## src/rtl/apb_gpio_periph_pkg.sv

```systemverilog
// Shared definitions for the APB GPIO peripheral: register byte offsets and APB FSM states.
package gpio_pkg;

    localparam logic [4:0] GPIO_MODER   = 5'h00;
    localparam logic [4:0] GPIO_ODR     = 5'h04;
    localparam logic [4:0] GPIO_IDR     = 5'h08;
    localparam logic [4:0] GPIO_RISE_EN = 5'h0C;
    localparam logic [4:0] GPIO_FALL_EN = 5'h10;
    localparam logic [4:0] GPIO_ISR     = 5'h14;
    localparam logic [4:0] GPIO_IER     = 5'h18;

    typedef enum logic [1:0] {IDLE, WAIT, ACCESS} apb_state_e;

endpackage

```

## src/rtl/apb_gpio_periph_if.sv

```systemverilog
// APB slave-side bus bundle for the GPIO peripheral slot.
interface apb_gpio_periph_if;

    logic [31:0] PADDR;
    logic        PSEL;
    logic        PENABLE;
    logic        PWRITE;
    logic [31:0] PWDATA;
    logic [31:0] PRDATA;
    logic        PREADY;

    modport master (
        output PADDR, PSEL, PENABLE, PWRITE, PWDATA,
        input  PRDATA, PREADY
    );

    modport slave (
        input  PADDR, PSEL, PENABLE, PWRITE, PWDATA,
        output PRDATA, PREADY
    );

endinterface

```

## src/rtl/apb_gpio_periph_edge_detect.sv

```systemverilog
// Two-flop pad synchroniser plus previous-sample register; flags rising/falling edges per pin.
module gpio_edge_detect #(
    parameter int unsigned WIDTH = 8
) (
    input  logic             clk,
    input  logic             rst_n,
    input  logic [WIDTH-1:0] pin,
    output logic [WIDTH-1:0] sync,
    output logic [WIDTH-1:0] rise,
    output logic [WIDTH-1:0] fall
);

    logic [WIDTH-1:0] sync1;
    logic [WIDTH-1:0] sync2;
    logic [WIDTH-1:0] prev;

    always_ff @(posedge clk) begin
        if (!rst_n) begin
            sync1 <= '0;
            sync2 <= '0;
            prev  <= '0;
        end else begin
            sync1 <= pin;
            sync2 <= sync1;
            prev  <= sync2;
        end
    end

    assign sync = sync2;
    assign rise = sync2 & ~prev;
    assign fall = ~sync2 & prev;

endmodule

```

## src/rtl/apb_gpio_periph.sv

```systemverilog
// APB GPIO peripheral: direction/output registers, synchronised inputs, and edge-triggered
// interrupt capture with write-1-to-clear status, behind an APB slave with optional wait states.
module apb_gpio_periph
    import gpio_pkg::*;
#(
    parameter int unsigned WIDTH       = 8,
    parameter int unsigned WAIT_STATES = 0
) (
    input  logic                PCLK,
    input  logic                PRESET,
    apb_gpio_periph_if.slave    apb,
    input  logic [WIDTH-1:0]    gpio_in,
    output logic [WIDTH-1:0]    gpio_out,
    output logic [WIDTH-1:0]    gpio_oe,
    output logic                irq
);

    localparam logic [2:0] WAIT_LAST = 3'(WAIT_STATES > 0 ? WAIT_STATES - 1 : 0);

    apb_state_e       state;
    apb_state_e       state_nxt;
    logic [2:0]       wait_cnt;
    logic             ready;
    logic             wr_en;
    logic             addr_hit;
    logic [4:0]       reg_sel;
    logic [WIDTH-1:0] wdata;
    logic [31:0]      rd_val;
    logic [31:0]      prdata_q;

    logic [WIDTH-1:0] moder;
    logic [WIDTH-1:0] odr;
    logic [WIDTH-1:0] rise_en;
    logic [WIDTH-1:0] fall_en;
    logic [WIDTH-1:0] isr;
    logic [WIDTH-1:0] ier;
    logic [WIDTH-1:0] pin_sync;
    logic [WIDTH-1:0] pin_rise;
    logic [WIDTH-1:0] pin_fall;
    logic [WIDTH-1:0] isr_set;
    logic [WIDTH-1:0] isr_clr;
    logic             unused_bits;

    gpio_edge_detect #(.WIDTH(WIDTH)) u_edge (
        .clk   (PCLK),
        .rst_n (PRESET),
        .pin   (gpio_in),
        .sync  (pin_sync),
        .rise  (pin_rise),
        .fall  (pin_fall)
    );

    always_ff @(posedge PCLK) begin
        if (!PRESET) begin
            state <= IDLE;
        end else begin
            state <= state_nxt;
        end
    end

    always_comb begin
        state_nxt = state;
        case (state)
            IDLE: begin
                if (apb.PSEL && !apb.PENABLE) begin
                    state_nxt = (WAIT_STATES > 0) ? WAIT : ACCESS;
                end
            end
            WAIT: begin
                if (!apb.PSEL) begin
                    state_nxt = IDLE;
                end else if (apb.PENABLE && wait_cnt == WAIT_LAST) begin
                    state_nxt = ACCESS;
                end
            end
            ACCESS:  state_nxt = IDLE;
            default: state_nxt = IDLE;
        endcase
    end

    // Only access-phase cycles (PENABLE high) count toward the wait budget.
    always_ff @(posedge PCLK) begin
        if (!PRESET) begin
            wait_cnt <= '0;
        end else if (state == WAIT && apb.PSEL && apb.PENABLE) begin
            wait_cnt <= wait_cnt + 3'd1;
        end else begin
            wait_cnt <= '0;
        end
    end

    assign ready       = (state == ACCESS);
    assign wr_en       = apb.PSEL & apb.PENABLE & apb.PWRITE & ready;
    assign addr_hit    = (apb.PADDR[31:5] == '0);
    assign reg_sel     = {apb.PADDR[4:2], 2'b00};
    assign wdata       = apb.PWDATA[WIDTH-1:0];
    assign unused_bits = ^{apb.PADDR[1:0], apb.PWDATA};

    always_comb begin
        rd_val = '0;
        if (addr_hit) begin
            case (reg_sel)
                GPIO_MODER:   rd_val[WIDTH-1:0] = moder;
                GPIO_ODR:     rd_val[WIDTH-1:0] = odr;
                GPIO_IDR:     rd_val[WIDTH-1:0] = pin_sync;
                GPIO_RISE_EN: rd_val[WIDTH-1:0] = rise_en;
                GPIO_FALL_EN: rd_val[WIDTH-1:0] = fall_en;
                GPIO_ISR:     rd_val[WIDTH-1:0] = isr;
                GPIO_IER:     rd_val[WIDTH-1:0] = ier;
                default:      rd_val = '0;
            endcase
        end
    end

    // Read data is captured on entry to ACCESS so it is stable for the whole PREADY cycle.
    always_ff @(posedge PCLK) begin
        if (!PRESET) begin
            prdata_q <= '0;
        end else begin
            prdata_q <= (state_nxt == ACCESS) ? rd_val : '0;
        end
    end

    assign isr_set = ((pin_rise & rise_en) | (pin_fall & fall_en)) & ~moder;
    assign isr_clr = (wr_en && addr_hit && reg_sel == GPIO_ISR) ? wdata : '0;

    always_ff @(posedge PCLK) begin
        if (!PRESET) begin
            moder   <= '0;
            odr     <= '0;
            rise_en <= '0;
            fall_en <= '0;
            isr     <= '0;
            ier     <= '0;
        end else begin
            // OR-ing the new events after the clear lets a same-cycle event win over W1C.
            isr <= (isr & ~isr_clr) | isr_set;
            if (wr_en && addr_hit) begin
                case (reg_sel)
                    GPIO_MODER:   moder   <= wdata;
                    GPIO_ODR:     odr     <= wdata;
                    GPIO_RISE_EN: rise_en <= wdata;
                    GPIO_FALL_EN: fall_en <= wdata;
                    GPIO_IER:     ier     <= wdata;
                    default:      ;
                endcase
            end
        end
    end

    assign apb.PREADY = ready;
    assign apb.PRDATA = prdata_q;
    assign gpio_oe    = moder;
    assign gpio_out   = odr & moder;
    assign irq        = |(isr & ier);

endmodule

```

## src/flat_wrapper.sv

```systemverilog
// flat-port wrapper written by rule: the top's interface ports become plain ports
module apb_gpio_periph_flat import gpio_pkg::*;
#(
    parameter int unsigned WIDTH       = 8,
    parameter int unsigned WAIT_STATES = 0
)
  (PCLK, PRESET, gpio_in, gpio_out, gpio_oe, irq, apb_PADDR, apb_PSEL, apb_PENABLE, apb_PWRITE, apb_PWDATA, apb_PRDATA, apb_PREADY);
  apb_gpio_periph_if apb_i ();
  input  logic PCLK;
  input  logic PRESET;
  input  logic [WIDTH-1:0] gpio_in;
  output logic [WIDTH-1:0] gpio_out;
  output logic [WIDTH-1:0] gpio_oe;
  output logic irq;
  input wire logic [$bits(apb_i.PADDR)-1:0] apb_PADDR;
  input wire logic [$bits(apb_i.PSEL)-1:0] apb_PSEL;
  input wire logic [$bits(apb_i.PENABLE)-1:0] apb_PENABLE;
  input wire logic [$bits(apb_i.PWRITE)-1:0] apb_PWRITE;
  input wire logic [$bits(apb_i.PWDATA)-1:0] apb_PWDATA;
  output wire logic [$bits(apb_i.PRDATA)-1:0] apb_PRDATA;
  output wire logic [$bits(apb_i.PREADY)-1:0] apb_PREADY;
  assign apb_i.PADDR = apb_PADDR;
  assign apb_i.PSEL = apb_PSEL;
  assign apb_i.PENABLE = apb_PENABLE;
  assign apb_i.PWRITE = apb_PWRITE;
  assign apb_i.PWDATA = apb_PWDATA;
  assign apb_PRDATA = apb_i.PRDATA;
  assign apb_PREADY = apb_i.PREADY;
  apb_gpio_periph #(.WIDTH(WIDTH), .WAIT_STATES(WAIT_STATES)) u_core (.PCLK(PCLK), .PRESET(PRESET), .apb(apb_i), .gpio_in(gpio_in), .gpio_out(gpio_out), .gpio_oe(gpio_oe), .irq(irq));
endmodule
```

## config.mk

```make
export PLATFORM = sky130hd
export DESIGN_NAME = apb_gpio_periph_flat
export DESIGN_NICKNAME = d
export VERILOG_FILES = /design/src/rtl/apb_gpio_periph_pkg.sv /design/src/rtl/apb_gpio_periph_if.sv /design/src/rtl/apb_gpio_periph_edge_detect.sv /design/src/rtl/apb_gpio_periph.sv /design/src/flat_wrapper.sv
export SDC_FILE = /design/constraint.sdc
export NUM_CORES = 1
export LEC_CHECK = 0
export ABC_AREA = 1
export BUFFER_PORTS_ARGS = -buffer_cell sky130_fd_sc_hd__buf_2
export CAP_MARGIN = 20
export CORE_MARGIN = 1
export CORE_UTILIZATION = 25
export CTS_BUF_LIST = sky130_fd_sc_hd__clkbuf_16
export CTS_CLUSTER_DIAMETER = 50
export DETAILED_ROUTE_END_ITERATION = 12
export HOLD_SLACK_MARGIN = 0.03
export SYNTH_ARGS = -nofsm -noshare
export SYNTH_HDL_FRONTEND = slang
export SYNTH_SLANG_ARGS = --single-unit
export TNS_END_PERCENT = 5
```

## constraint.sdc

```tcl
create_clock -name PCLK -period 3.45 [get_ports PCLK]
set_input_delay 0 -clock PCLK [delete_from_list [all_inputs] [get_ports PCLK]]
set_output_delay 0 -clock PCLK [all_outputs]
set_load 0.02 [all_outputs]
```

# Yosys cells after proc, flatten, opt, wreduce, memory -nomap -nowiden
# Index checks and enable logic that the tools add are counted.
# classes
eq_ne	9
reduce_logical	20
n_mux	6
addsub	1
bitwise_logic	17
# ops
op	count
$and 8x8->8	8
$pmux 8 s7	1
$not 8->8	4
$logic_not 27->1	1
$or 8x8->8	2
$reduce_and 2->1	7
$eq 3x3->1 const B	3
$mux 8	1
$reduce_or 8->1	1
$eq 3x2->1 const B	2
$logic_and 1x1->1	6
$mux 2	3
$logic_not 5->1	1
$eq 2x2->1 const B	2
$pmux 2 s2	1
$add 3x1->3 const B	1
$and 1x1->1	3
$eq 3x1->1 const B	1
$logic_not 3->1	1
$reduce_and 3->1	1
$eq 2x1->1 const B	1
$logic_not 2->1	1
$logic_not 1->1	1
# totals
reg_bits	109
in_bits	77
word_cells	66
output_inout_bits	50

# Longest topological paths before layout
# depth
ltp_word	9
mapped_depth	10
ltp_nobuf	9

# By module
# A second synthesis with hierarchy kept.
# unflattened
hier_cells	594
hier_area_um2	4061.4
# by_module_without_submodules
module	seq_area_each_um2	cells_per_inst	area_each_um2	n_inst
apb_gpio_periph	1221.2	488	3258.1	1
gpio_edge_detect	480.5	106	803.3	1

# Worst setup path after synthesis
# OpenSTA, ideal clock, no wires.
# synth_timing
kind	reg2reg
startpoint	reg u_core.state[1]
endpoint	reg u_core.rise_en[0]
stages_incl_launch_ff	8
t_arrival_ns	1.209
setup_slack_ns	2.129
t_required_ns	3.337
setup_ns	0.113
cell_sequence	dfxtp_1 > inv_1 > nor3_4 > buf_6 > nand3b_4 > buf_6 > nor2_1 > nor2_1
# synth_between
elab_chain_len	4
# synth_lines
item	line	text
from (decl)	apb_gpio_periph.sv:20	apb_state_e state;
from (signal assigned)	apb_gpio_periph.sv:57	state <= state_nxt;
$eq 2x2->1	apb_gpio_periph.sv:92	assign ready = (state == ACCESS);
$and 1x1->1	apb_gpio_periph.sv:93	assign wr_en = apb.PSEL & apb.PENABLE & apb.PWRITE & ready;
$logic_and 1x1->1	apb_gpio_periph.sv:138	if (wr_en && addr_hit) begin
$reduce_and 2->1 (no source line)	n/a	
to (signal assigned)	apb_gpio_periph.sv:142	GPIO_RISE_EN: rise_en <= wdata;
to (decl)	apb_gpio_periph.sv:33	logic [WIDTH-1:0] rise_en;
# Every way passes these cells.
# A chain may end at the register's enable or synchronous reset.

# Worst setup path after layout
# layout_timing
startpoint	in apb_PENABLE
endpoint	reg u_core.moder[1], in the netlist u_core.gpio_oe[1]
# layout_between
elab_chain_len	5
# layout_lines
item	line	text
from (decl)	flat_wrapper.sv:17	input wire logic [$bits(apb_i.PENABLE)-1:0] apb_PENABLE;
$and 1x1->1 (3 in series)	apb_gpio_periph.sv:93	
$logic_and 1x1->1	apb_gpio_periph.sv:138	
$reduce_and 2->1 (no source line)	n/a	
to (signal assigned)	apb_gpio_periph.sv:140	GPIO_MODER: moder <= wdata;
to (decl)	apb_gpio_periph.sv:31	logic [WIDTH-1:0] moder;
# Every way passes these cells.

==> results_dict.tcl <==
set metrics [dict create \
    gpl.final_weighted_congestion 0.772 \
    route.detailed.wl_per_inst_um 11.7 \
    synth.lib_cells_used.distinct 31 \
    fin_nets 739 \
    floorplan.die_area_um2 16500 \
    first_iter_violations 177 \
    pre_cts_ws_ns 1.58 \
    worst_skew_pair.late_latency_ns 0.34 \
    worstHoldPathType "input pin to flop" \
    placedInstanceArea_um2 4460 \
    fin_ws_ns 1.59 \
    cts.reportedPaths.clkPinSlew_ns 0.06 \
    worstSetupPathType "input pin to flop" \
    run_status "finished, final reports clean" \
    core_region_area_um2 15400 \
    proportion_of_power_drawn_by_the_clock_network 0.455 \
    power.internal_uw 1600 \
    timing.reg2reg.setup_slack_ns 1.61 \
    hold_path_end "u_core.state[0]$_SDFF_PN0_" \
    slew-limit-headroom 0.505 \
    synth_enable_flop_cells 0 \
    ctsHtreeMaxLevel 3 \
    min_from "apb_PSEL" \
    floorplan.die.height_um 128 \
    drcViolationCount 0 \
    multi_input_area_um2 1760 \
    rows 45 \
    num-fill-cells 1675 \
    floorplan.initialDensity 0.260 \
    finalCritPeriodShare 0.538 \
    crit_path_end_kind "flop" \
    dp_hpwl_um 7140 \
    cts_buffer_depth 2 \
    fin_skew_ns 0.00850 \
    dieWidth_um 128 \
    final_common_cell "sky130_fd_sc_hd__nand2_1" \
    post_synthesis_sequential_area_ratio 0.426 \
    report.final.slew_viol_count 0 \
    routed_via_density 4.05 \
    synthToLayoutAreaGrowth_pct 23.8 \
    tritoncts_clock_tree "built" \
    power.share.combinational 0.068 \
    power-per-cell-area_nw_per_um2 423 \
    cts-root-buf "sky130_fd_sc_hd__clkbuf_16" \
    register_area_um2 1700 \
    grt_pass1_wl_um 16300 \
    setup_viol_count_final 0 \
    sw_frac 0.235 \
    worstReg2RegEnd "u_core.gpio_oe[1]$_SDFFE_PN0P_" \
    peakVddDrop_v 0.000169 \
    setup-tns-final_ns 0 \
    reg2reg_depth 6 \
    timing.fmax_mhz 538 \
    port_buffers 76 \
    worst_hold_path.num_cells 5 \
    num_io_pins 127 \
    syn-cell-area_um2 4000 \
    path_max_fanout 16 \
    drv_cap 0 \
    vias_in_the_first_global_route 3167 \
    final-hold-violation-count 0 \
    wl_um 10300 \
    post-route-min-period_ns 1.86 \
    cts.sinks 85 \
    share_seq_of_total_power 0.478 \
    final_cell_mix "146 x sky130_fd_sc_hd__nand2_1, 92 x sky130_fd_sc_hd__nor2_1, 85 x sky130_fd_sc_hd__dfxtp_1" \
    syn_area_per_cell_um2 7.02 \
    worst_ep_required_time_ns 3.72 \
    tritoncts.num_buffers 9 \
    maximum_number_of_pins_on_one_net_before_global_route_repair 56 \
    asyncSetResetFlopFracSynth 0 \
    setup.worst_path.start_class "input pin" \
    synthesis.yosys.warnings 0 \
    grt_antenna_before_repair 0 \
    post_cts_resized 0 \
    fin_hold_ws_ns 0.0958 \
    synth_flop_cell "sky130_fd_sc_hd__dfxtp_1" \
    drt_first_pass_iters 4 \
    synth-seq-cells 85 \
    timing.rr.start "u_core.state[1]$_SDFF_PN0_" \
    layout-drive-gt1-share 0.167 \
    power_switching_uw 492 \
    grt_usage 0.130 \
    cts_setup_buffers 0 \
    grt_overflow_total 0 \
    num_antenna_cells 0 \
    syn-instance-count 569 \
    rsz0062_at_grt "false" \
    antenna_viol_nets_final 0 \
    worst-slew-pin-transition_ns 0.740 \
    power_leakage_uw 0.00245 \
    layout.core_utilization 0.322 \
    layout.cell_area.non_filler_um2 4950 \
    cp_data_arrival_time_ns 2.13 \
    vias 3546 \
]
worst max-delay path, cell delays in order:
cell and delay, ns:
sky130_fd_sc_hd__dlygate4sd3_1 0.52, sky130_fd_sc_hd__buf_2 0.13, sky130_fd_sc_hd__nand3_1 0.12, sky130_fd_sc_hd__nor3_4 0.54
sky130_fd_sc_hd__nand3_2 0.49, sky130_fd_sc_hd__nand2_1 0.16, sky130_fd_sc_hd__nand2_1 0.06, sky130_fd_sc_hd__nor2_1 0.11
through the flow:
stage	power (uW)	std cells
after floorplan	1110	592
after global placement	1150	841
after detailed placement	1150	841
after CTS	2120	876
after global routing	2180	876
final	2090	876
synth_stat cells, drive strengths merged (2+ instances only):
library cell,number,share of area
a21oi,31,0.039
nand4,17,0.027
nand3b,4,0.014
ha,2,0.0063
o21ai,12,0.015
o22ai,11,0.017
nor3,7,0.018
nand3,18,0.030
o211ai,2,0.0038
nor2,93,0.089
clkbuf,6,0.0056
inv,85,0.080
a31oi,2,0.0031
dfxtp,85,0.43
o31ai,7,0.013
nand2,146,0.14
buf,36,0.068
power by group through the flow:
stage	clock [uW]	sequential, uW	combinational [uW]
detailed placement	0	1020	126
CTS	980	998	142
global route	1020	999	156
global placement	0	1020	125
finish	951	999	141
floorplan	0	1020	90.0
layout make-up:
cell class | count | share of cell area
Multi-Input combinational cell | 379 | 0.357
Tap cell | 211 | 0.0534
Timing Repair Buffer | 99 | 0.121
Clock buffer | 9 | 0.0455
Sequential cell | 85 | 0.344
Clock inverter | 7 | 0.0137
Inverter | 86 | 0.0653
repair_timing:
item | in CTS | in global routing
endpoints found under the setup margin | 0 | 0
endpoints found under the hold margin | 52 | 0
hold buffers | 19 | 0
per-layer routing:
layer,routed length [um],GRT usage,up-vias,part of all wire
li1,-,-,1913,-
met1,4570,0.162,1526,0.44
met2,4940,0.217,95,0.48
met3,623,0.0270,12,0.061
met4,148,0.0581,0,0.014
met5,0,0,-,0
cells by family after synthesis:
kind of cell,share of synthesized area
xor gates and xnor gates,0.00219
adders and majority gates,0.00626
and+or+nand+nor,0.315
other,0.000939
DFF,0.426
buffers and inverters,0.154
AOI/OAI and AO/OA,0.0952
worst max-delay path by stage:
stage | cells after the start | startpoint | end | slack (ns)
2_1_floorplan | 7 | u_core.state[1]$_SDFF_PN0_ | u_core.rise_en[0]$_SDFFE_PN0P_ | 2.13
3_3_place_gp | 6 | u_core.state[1]$_SDFF_PN0_ | u_core.gpio_oe[7]$_SDFFE_PN0P_ | 1.56
3_5_place_dp | 6 | u_core.state[1]$_SDFF_PN0_ | u_core.gpio_oe[1]$_SDFFE_PN0P_ | 1.58
4_1_cts | 8 | apb_PENABLE | u_core.gpio_oe[1]$_SDFFE_PN0P_ | 1.56
5_1_grt | 8 | apb_PENABLE | u_core.fall_en[2]$_SDFFE_PN0P_ | 1.41
6_report | 8 | apb_PENABLE | u_core.gpio_oe[1]$_SDFFE_PN0P_ | 1.59
Power figures use the tool's default switching activity.
